**src/rtl/alien_step_ctrl.sv**
```systemverilog
// Alien formation step controller: prescaled movement ticks, column/row tracking and step pulse.
// Optional feature macro: ALIEN_STEP_SPEEDUP_EN (shortens the tick period as the formation descends).
module alien_step_ctrl #(
    parameter int PRESCALE_MAX = 2500000,
    parameter int COL_MAX      = 10,
    parameter int ROW_MAX      = 7
) (
    input  logic       SC_COUNTER_CLOCK_50,
    input  logic       SC_COUNTER_RESET_InLow,
    input  logic [1:0] dir_code,
    input  logic       run_InLow,
    input  logic       clear_InLow,
    output logic       step_OutLow,
    output logic [3:0] col,
    output logic [2:0] row,
    output logic       landed
);

    typedef enum logic [1:0] {
        IDLE  = 2'd0,
        APPLY = 2'd1,
        STEP  = 2'd2,
        HALT  = 2'd3
    } state_t;

    localparam logic [21:0] PRESCALE_W = 22'(PRESCALE_MAX);
    localparam logic [3:0]  COL_LIM    = 4'(COL_MAX);
    localparam logic [2:0]  ROW_LIM    = 3'(ROW_MAX);

    state_t      state_q, state_d;
    logic [21:0] presc_q, presc_d;
    logic [3:0]  col_q, col_d;
    logic [2:0]  row_q, row_d;
    logic [21:0] term_m1;
    logic        tick;

`ifdef ALIEN_STEP_SPEEDUP_EN
    // Terminal value halves per row down to row 3, never below one cycle.
    logic [1:0]  shamt;
    logic [21:0] term;
    always_comb begin
        shamt = (row_q >= 3'd3) ? 2'd3 : row_q[1:0];
        term  = PRESCALE_W >> shamt;
        if (term == 22'd0) begin
            term = 22'd1;
        end
    end
    assign term_m1 = term - 22'd1;
`else
    assign term_m1 = PRESCALE_W - 22'd1;
`endif

    assign tick = (state_q == IDLE) && !run_InLow && (presc_q == term_m1);

    always_ff @(posedge SC_COUNTER_CLOCK_50 or negedge SC_COUNTER_RESET_InLow) begin
        if (!SC_COUNTER_RESET_InLow) begin
            state_q <= IDLE;
            presc_q <= '0;
            col_q   <= '0;
            row_q   <= '0;
        end else begin
            state_q <= state_d;
            presc_q <= presc_d;
            col_q   <= col_d;
            row_q   <= row_d;
        end
    end

    always_comb begin
        state_d = state_q;
        presc_d = presc_q;
        col_d   = col_q;
        row_d   = row_q;
        if (!clear_InLow) begin
            state_d = IDLE;
            presc_d = '0;
            col_d   = '0;
            row_d   = '0;
        end else begin
            case (state_q)
                IDLE: begin
                    if (!run_InLow) begin
                        if (tick) begin
                            presc_d = '0;
                            state_d = APPLY;
                        end else begin
                            presc_d = presc_q + 22'd1;
                        end
                    end
                end
                APPLY: begin
                    state_d = STEP;
                    case (dir_code)
                        2'b01:   if (col_q < COL_LIM) col_d = col_q + 4'd1;
                        2'b10:   if (col_q != 4'd0)   col_d = col_q - 4'd1;
                        2'b00:   if (row_q < ROW_LIM) row_d = row_q + 3'd1;
                        default: ;
                    endcase
                end
                STEP:    state_d = (row_q == ROW_LIM) ? HALT : IDLE;
                default: state_d = HALT;
            endcase
        end
    end

    // Pulse is decoded from state so reset removes it immediately.
    assign step_OutLow = (state_q != STEP);
    assign col         = col_q;
    assign row         = row_q;
    assign landed      = (row_q == ROW_LIM);

endmodule
```
**config.mk**
```make
export PLATFORM = sky130hd
export DESIGN_NAME = alien_step_ctrl
export DESIGN_NICKNAME = d
export VERILOG_FILES = /design/src/rtl/alien_step_ctrl.sv
export SDC_FILE = /design/constraint.sdc
export NUM_CORES = 1
export LEC_CHECK = 0
export BUFFER_PORTS_ARGS = -buffer_cell sky130_fd_sc_hd__buf_2
export CORE_ASPECT_RATIO = 0.9
export CORE_MARGIN = 4
export CORE_UTILIZATION = 60
export CTS_CLUSTER_SIZE = 20
export DETAILED_ROUTE_END_ITERATION = 10
export GPL_TIMING_DRIVEN = 0
export PLACE_DENSITY = 0.9
export SETUP_SLACK_MARGIN = 0.15
export SYNTH_ARGS = -nofsm -noshare
export SYNTH_HDL_FRONTEND = slang
export SYNTH_SLANG_ARGS = --single-unit
```
**constraint.sdc**
```tcl
create_clock -name SC_COUNTER_CLOCK_50 -period 2.2 [get_ports SC_COUNTER_CLOCK_50]
set_clock_uncertainty 0.2 [all_clocks]
set_input_delay 0.44 -clock SC_COUNTER_CLOCK_50 [delete_from_list [all_inputs] [get_ports SC_COUNTER_CLOCK_50]]
set_output_delay 0.44 -clock SC_COUNTER_CLOCK_50 [all_outputs]
set_load 0.01 [all_outputs]
```
Word-level counts from Yosys, hierarchy flattened --
Cells that the tools add are included.
Storage, ports and cells: flip-flop bits (word level) 31, bits of input ports 6, output and inout port bits 9
Cells by class: $add $sub $neg 4, order comparisons 2, equal/unequal tests 17, muxes and demuxes 18, reductions and logical operators 10
Operators by type and width (number):
- $mux W22 | 4
- $add A22 B1 Y22 const B | 1
- $eq A22 B22 Y1 const B | 1
- $mux W4 | 4
- $mux W3 | 4
- $ne A3 B3 Y1 const B | 4
- $mux W2 | 4
- $ne A2 B1 Y1 const B | 4
- $pmux W4 S2 | 1
- $pmux W2 S3 | 1
- $add A4 B1 Y4 const B | 1
- $eq A2 B1 Y1 const B | 2
- $eq A2 B2 Y1 const B | 2
- $logic_not A2 Y1 | 2
- $lt A4 B4 Y1 const B | 1
- $ne A2 B2 Y1 const B | 2
- $reduce_and A2 Y1 | 2
- $reduce_and A4 Y1 | 1
- $reduce_bool A4 Y1 | 1
- $sub A4 B1 Y4 const B | 1
- $add A3 B1 Y3 const B | 1
- $eq A3 B3 Y1 const B | 1
- $lt A3 B3 Y1 const B | 1
- $ne A3 B1 Y1 const B | 1
- 3 further kinds | 4

Longest topological paths before layout --
Gate-level depths: netlist of run 1.
depth after elaboration 7, gate-level depth with buffers 7

Least setup slack after synthesis of run 1 --
OpenSTA, ideal clock, no wires.
path kind input to register, start point input port dir_code[1], end point register col_q[3] (netlist: col[3]), library setup time 0.079 ns, arrival 1.747 ns, data required time 1.921 ns, slack 0.173 ns, stages on the path 6, path through nor2b_1 ha_1 a21o_1 a21oi_1 mux2i_1 mux2i_1
On the way: longest elaborated chain between the ends 4
Ends and longest elaborated chain:
- start, declared | RTL line 10 | input logic [1:0] dir_code,
- $eq A2 B2 Y1 or $eq A2 B1 Y1 (tied branches) | RTL line 93 | case (dir_code)
- $pmux W4 S2 | RTL line 93
- $mux W4 | RTL line 80 | case (state_q)
- $mux W4 | RTL line 74 | if (!clear_InLow) begin
- end signal, assigned | RTL line 64 | col_q <= col_d;
- end, declared | RTL line 32 | logic [3:0] col_q, col_d;
Parallel ways exist; a longest one is shown, timed or not. The select of a mux whose other input is x is not followed. A chain may end at the register's enable or synchronous reset.

Final worst setup path of run 1 --
start point register presc_q[0], end point register presc_q[20]
On the way: longest elaborated chain between the ends 6
Ends and longest elaborated chain:
- start, declared | RTL line 31 | logic [21:0] presc_q, presc_d;
- start signal, assigned | RTL line 63 | presc_q <= presc_d;
- branches (longest 2 deep; another with $add A22 B1 Y22)
- $mux W22 (*) | RTL line 83 | if (tick) begin
- $mux W22 (*) | RTL line 82 | if (!run_InLow) begin
- $mux W22 (*) | RTL line 80
- $mux W22 (*) | RTL line 74
Mark *: on every way between the ends. The select of a mux whose other input is x is not followed.

==> impl_metrics.py, run 1 <==
metrics = {
    "synth": {
        "ys_seq_area_share_pct": 38.3,
        "ys.flop_type": "dfrtp_1",
        "syn-num-nets": 227,
        "synth_area_um2": 2020,
        "yosysWarnings": 0,
        "synth_edf_count": 0,
        "syn_area_per_cell_um2": 9.41,
        "postSynthCellCount": 215,
        "synth-async-reset-ratio_pct": 100,
        "synth_seq_cells": 31,
        "yosys.cell_types.count": 50,
    },
    "setup_path": {
        "rr_endpoint": "presc_q[20]",
        "crit_required_ns": 2.22,
        "r2r_setup_slack_ns": 0.18,
        "critPathLaunchType": "flip-flop",
        "arrival_ns": 2.04,
        "crit_start": "presc_q[0]",
        "worstSetupEndpointType": "flip-flop",
        "crit_fanout": 5,
        "rr_worst_depth": 6,
        "worstReg2RegStart": "presc_q[0]",
        "critPathCapture": "presc_q[20]",
        "setup.worst_path.class": "flip-flop to flip-flop",
    },
    "grt": {
        "grt_pass1_wl_mm": 8.23,
        "grtUsageTotal_pct": 23.7,
        "grt_max_degree": 32,
        "grt_antenna_before_repair": 0,
        "grt_pass1_vias": 1727,
        "grt_overflow": 0,
    },
    "detailed_routing": {
        "drtPass1Iterations": 5,
        "drc": 0,
        "vias": 1871,
        "wl_per_cell_um": 17.8,
        "viasPerCell": 6.52,
        "antenna_left": 0,
        "dr.first_iter.drc_count": 290,
        "drt-total-wl_mm": 5.11,
    },
    "die": {
        "row_count": 19,
        "die-area_um2": 4370,
        "die_x_um": 69.2,
        "ios": 15,
        "start_util_pct": 64.5,
        "coreArea_um2": 3140,
        "die_h_um": 63.1,
    },
    "power": {
        "leakagePower_nw": 0.987,
        "power_density_nw_per_um2": 487,
        "p_total_mw": 1.16,
        "vdd_drop_max_v": 0.000513,
    },
    "finish": {
        "drive_above_1_share_pct": 23.3,
        "syn_to_final_growth_pct": 17.3,
        "fillerInstances": 227,
        "antenna_cells": 0,
        "finalNonFillerCells": 287,
        "utilization_pct": 75.6,
        "nets": 256,
    },
    "sta": {
        "finalCriticalPeriod_ns": 2.02,
        "hold_viol_final": 12,
        "fmax_ghz": 0.494,
        "slew_viol_final": 0,
        "whs_ns": -0.00596,
        "finalCritPeriodShare_pct": 91.9,
        "slew_headroom_pct": 54.0,
        "worstMarginPinSlew_ns": 0.689,
        "rsz0062_at_grt": "yes",
        "setup-violations-final": 0,
    },
    "clock_tree": {
        "cts.sinks": 31,
        "cts_max_path_buffers": 2,
        "htreeDepth": 2,
        "cts_root_buf": "clkbuf_8",
        "insertion_delay_ns": 0.29,
        "cts_inserted_buffers": 5,
        "cts_tree": "yes",
        "clk_pin_slew_ns": 0.07,
    },
    "place": {
        "place.gp.congestion": 0.918,
        "hpwl_mm": 3.30,
        "dp_cells": 271,
        "numPortBuffers": 14,
    },
    "job": {
        "drv_cap": 0,
    },
    "status": {
        "violations": "hold timing",
        "status": "finished, violations left",
    },
    "min_path": {
        "hold_class": "primary input to asynchronous set/reset pin",
    },
}
registers in the layout, summed over array words and instances (netlist names):
signal   count
presc_q     22
state_q      2
row          3
col          4
worst min path at each step:
stage                                start         end
detailed placement  SC_COUNTER_RESET_InLow      col[0]
floorplan           SC_COUNTER_RESET_InLow      col[0]
global route        SC_COUNTER_RESET_InLow  presc_q[0]
finish              SC_COUNTER_RESET_InLow      col[0]
CTS                 SC_COUNTER_RESET_InLow      col[0]
global placement    SC_COUNTER_RESET_InLow      col[0]
kinds of logic (layout without fill, tap and decap cells):
kind of cell,after synthesis,after routing,share of synthesized area [%]
AND/OR/NAND/NOR,108,108,32.9
AO/OA/AOI/OAI,39,39,12.9
flip-flops,31,31,38.3
buffers and inverters,16,46,4.95
XOR/XNOR,11,11,4.76
adder cells (fa/ha/maj),6,6,4.08
multiplexers,4,4,2.04
stage by stage:
stage               setup slack (ns)  instance area (um^2)  TNS [ns]
detailed placement            -0.191                  2150    -0.954
finish                         0.177                  2370         0
global route                  0.0819                  2370         0
CTS                            0.169                  2270         0
floorplan                      0.173                  2020         0
global placement             -0.0953                  2150     -1.01
repair_timing:
item,in CTS,in global routing
pin swaps,2,7
buffers inserted,1,7
resized for setup,4,10
hold buffers,0,0
endpoints found under the setup margin,15,18
where the power goes:
group | internal, mW | switching (mW) | leakage (nW)
Sequential | 0.573 | 0.00486 | 0.432
Clock | 0.285 | 0.207 | 0.0515
Combinational | 0.0325 | 0.0541 | 0.503
Total | 0.890 | 0.266 | 0.987
cells in the final DEF (no fill, tap or decap), drive strengths merged, types with 4 or more instances in the layout:
master	count
or3	5
a21oi	12
inv	5
clkbuf	10
nand2	14
xnor2	8
and3	5
ha	5
and4	4
nand3	13
nor4	7
nor3	7
nor2	19
nand4	14
buf	31
nor4b	4
o21ai	9
nor2b	4
dfrtp	31
critical path: stages, from the launching register on:
cell and delay [ns]:
dfrtp_1 0.46, ha_4 0.19, and2_2 0.19, nand4_1 0.19
buf_4 0.20, or4_1 0.39, a21oi_1 0.13
final cells by class:
cell class | count | area, um^2 | area share [%]
Multi-Input combinational cell | 168 | 1210 | 51.1
Sequential cell | 31 | 776 | 32.7
Timing Repair Buffer | 22 | 130 | 5.48
Clock buffer | 8 | 100 | 4.22
Buffer | 11 | 82.6 | 3.48
Tap cell | 42 | 52.6 | 2.21
Inverter | 5 | 18.8 | 0.791
cell usage after synthesis, drive strengths merged, types with 2 or more instances:
library cell | number | share of area (%)
nor2b | 4 | 1.2
nor4b | 4 | 1.7
nand3 | 13 | 3.2
xor2 | 3 | 1.3
xnor2 | 8 | 3.5
and4 | 4 | 1.7
nor3 | 7 | 2.0
nor4 | 7 | 4.4
nor2 | 19 | 3.6
or3 | 5 | 1.8
nand4 | 14 | 4.3
clkbuf | 2 | 0.37
o21ai | 9 | 2.4
buf | 9 | 3.6
nand2b | 2 | 0.62
and3 | 5 | 1.5
nand2 | 14 | 2.6
o211ai | 2 | 0.74
or2b | 2 | 0.74
dfrtp | 31 | 38
ha | 5 | 3.1
or4 | 3 | 1.1
o31ai | 3 | 1.1
nor4bb | 3 | 1.5
mux2i | 3 | 1.5
inv | 5 | 0.93
a22oi | 3 | 1.1
a21oi | 12 | 3.0
o2111ai | 2 | 0.87
layer usage:
layer  global-route usage [%]  wire (um)  vias to the layer above
met3                     4.61        320                       18
met5                        0          0                        -
met2                     36.0       2500                       78
li1                         -          -                      868
met1                     32.3       2170                      907
met4                     12.0        121                        0
Power figures use the tool's default switching activity.
==> inputs of run 2 (changes only) <==
--- a/config.mk
+++ b/config.mk
@@ -8,11 +8,11 @@
 export BUFFER_PORTS_ARGS = -buffer_cell sky130_fd_sc_hd__buf_2
 export CORE_ASPECT_RATIO = 0.9
 export CORE_MARGIN = 4
-export CORE_UTILIZATION = 60
+export CORE_UTILIZATION = 55
 export CTS_CLUSTER_SIZE = 20
 export DETAILED_ROUTE_END_ITERATION = 10
 export GPL_TIMING_DRIVEN = 0
-export PLACE_DENSITY = 0.9
+export PLACE_DENSITY = 0.84
 export SETUP_SLACK_MARGIN = 0.15
 export SYNTH_ARGS = -nofsm -noshare
 export SYNTH_HDL_FRONTEND = slang
==> run 2 against run 1 <==
Against the previous run: sequential share of layout area rose by 0.72 points; power barely moved; the run still ends with hold timing left; first-iteration DRC count fell by 35%; clock power rose by 2%; critical path type unchanged; cell count rose by 0.35%; sequential cell count did not move.
==> impl_metrics.py, run 2 (synthesis gave the netlist of run 1 again) <==
metrics = {
    "status": {
        "status": "finished, violations left",
        "violations": "hold timing",
    },
    "clock_tree": {
        "htreeDepth": 2,
        "cts_tree": "yes",
        "cts_inserted_buffers": 5,
        "clk_pin_slew_ns": 0.07,
        "cts_hold_buf": 0,
        "cts_root_buf": "clkbuf_8",
        "cts.sinks": 31,
        "insertion_delay_ns": 0.29,
        "cts_max_path_buffers": 2,
    },
    "power": {
        "p_sw_share_pct": 23.4,
        "vdd_drop_max_v": 0.000403,
        "power_frac_seq_pct": 49.8,
        "power_density_nw_per_um2": 498,
        "comb_power_share_pct": 6.8,
        "p_sw_mw": 0.271,
        "leakagePower_nw": 0.977,
        "power.share.clock_pct": 43.4,
        "p_int_mw": 0.886,
        "p_total_mw": 1.16,
    },
    "finish": {
        "finalInstanceArea_um2": 2320,
        "nets": 255,
        "antenna_cells": 0,
        "syn_to_final_growth_pct": 14.8,
        "largest_reg_flops": 22,
        "finalNonFillerCells": 288,
        "final_cell_mix": "dfrtp_1 (31), nor2_1 (18), buf_2 (16)",
        "final_common_cell": "dfrtp_1",
        "drive_above_1_share_pct": 20.5,
        "regMostFlops": "presc_q",
    },
    "place": {
        "placed_area_um2": 2150,
        "place.gp.congestion": 0.988,
        "dp_cells": 273,
        "hpwl_mm": 3.28,
        "numPortBuffers": 14,
        "place_ws_ns": -0.174,
    },
    "sta": {
        "worstMarginPinSlew_ns": 0.697,
        "worst_slack_ns": 0.174,
        "whs_ns": -0.00381,
        "rsz0062_at_grt": "yes",
        "tns_ns": 0,
        "slew_viol_final": 0,
        "finalCriticalPeriod_ns": 2.03,
        "hold_viol_final": 17,
        "setup-violations-final": 0,
        "slew_headroom_pct": 53.5,
        "fmax_ghz": 0.494,
        "finalCritPeriodShare_pct": 92.1,
    },
    "setup_path": {
        "slowest_delay_ns": 0.39,
        "crit_fanout": 9,
        "setup.worst_path.class": "flip-flop to flip-flop",
        "rr_endpoint": "presc_q[18]",
        "r2r_setup_slack_ns": 0.17,
        "worstSetupEndpointType": "flip-flop",
        "crit_path_cell_trace": "buf_4 > o31ai_1 > nand4_1 > buf_4 > or4_1 > a21oi_1",
        "cp_slowest_cell": "or4_1",
        "critPathLaunchType": "flip-flop",
        "worstReg2RegStart": "state_q[1]",
        "arrival_ns": 2.04,
        "crit_top_cell": "buf_4",
        "crit_required_ns": 2.21,
        "rr_worst_depth": 6,
    },
    "die": {
        "die-area_um2": 4710,
        "start_util_pct": 58.6,
        "die_h_um": 65.5,
        "row_count": 20,
        "die_x_um": 71.9,
        "ios": 15,
        "coreArea_um2": 3450,
    },
    "grt": {
        "grtUsageTotal_pct": 21.9,
        "grt_overflow": 0,
        "grt_pass1_wl_mm": 7.96,
        "grt_antenna_before_repair": 0,
        "grt_max_degree": 32,
        "grt_pass1_vias": 1664,
    },
    "detailed_routing": {
        "drt-total-wl_mm": 4.68,
        "dr_wl_met2_mm": 2.15,
        "viasPerCell": 6.27,
        "drc": 0,
        "routedLengthMet1_mm": 2.09,
        "dr.first_iter.drc_count": 189,
        "drtPass1Iterations": 5,
        "met3_length_um": 340,
        "wl_per_cell_um": 16.3,
        "antenna_left": 0,
        "top_layer": "met4",
        "vias": 1805,
    },
    "min_path": {
        "hold_class": "primary input to asynchronous set/reset pin",
    },
    "job": {
        "drv_cap": 0,
    },
}
run 2: worst max-delay path by stage:
stage	startpoint	end	slack, ns	depth (start not counted)
4_1_cts	state_q[1]	presc_q[18]	0.19	6
3_5_place_dp	dir_code[1]	col[3]	-0.17	7
6_report	state_q[1]	presc_q[18]	0.17	6
3_3_place_gp	run_InLow	presc_q[7]	-0.15	6
5_1_grt	state_q[1]	presc_q[18]	0.05	6
2_1_floorplan	dir_code[1]	col[3]	0.17	6
run 2: layout make-up:
class,instances,area [um^2]
multi-input combinational,168,1170
clock buffer,8,100
inverter,5,18.8
sequential,31,776
buffer,11,82.6
timing repair buffer,21,123
tap,44,55.1
fill,273,1130
run 2: critical path: cells and delay by family (launching register included):
family / cells / cell delay [ns]
AO/OA/AOI/OAI: 2 / 0.53
AND/OR/NAND/NOR: 2 / 0.52
flip-flops: 1 / 0.36
buffers and inverters: 2 / 0.34
run 2: per-layer routing:
layer	global-route usage, %	vias up
met5	0	-
met4	9.39	0
met3	3.67	13
met2	33.6	77
met1	30.4	845
li1	-	870
run 2: metrics by stage:
| stage | hold WS [ns] | util, % |
|---|---|---|
| after detailed placement | 0.336 | 62.2 |
| final | -0.00381 | 67.2 |
| after global placement | 0.328 | 62.2 |
| after CTS | 0.0310 | 65.8 |
| after global routing | 0.0532 | 67.2 |
| after floorplan | -0.0556 | - |
run 2: power by group through the flow:
stage	Combinational [mW]	Sequential (mW)	Clock, mW
floorplan	0.0398	0.586	0
global placement	0.0686	0.586	0
detailed placement	0.0697	0.586	0
CTS	0.0728	0.576	0.507
global route	0.0880	0.576	0.534
finish	0.0790	0.576	0.502
run 2: repair_timing:
item,CTS,global route
setup buffers,2,5
pin swaps,2,2
endpoints found under the setup margin,15,18
gates resized for setup,3,2
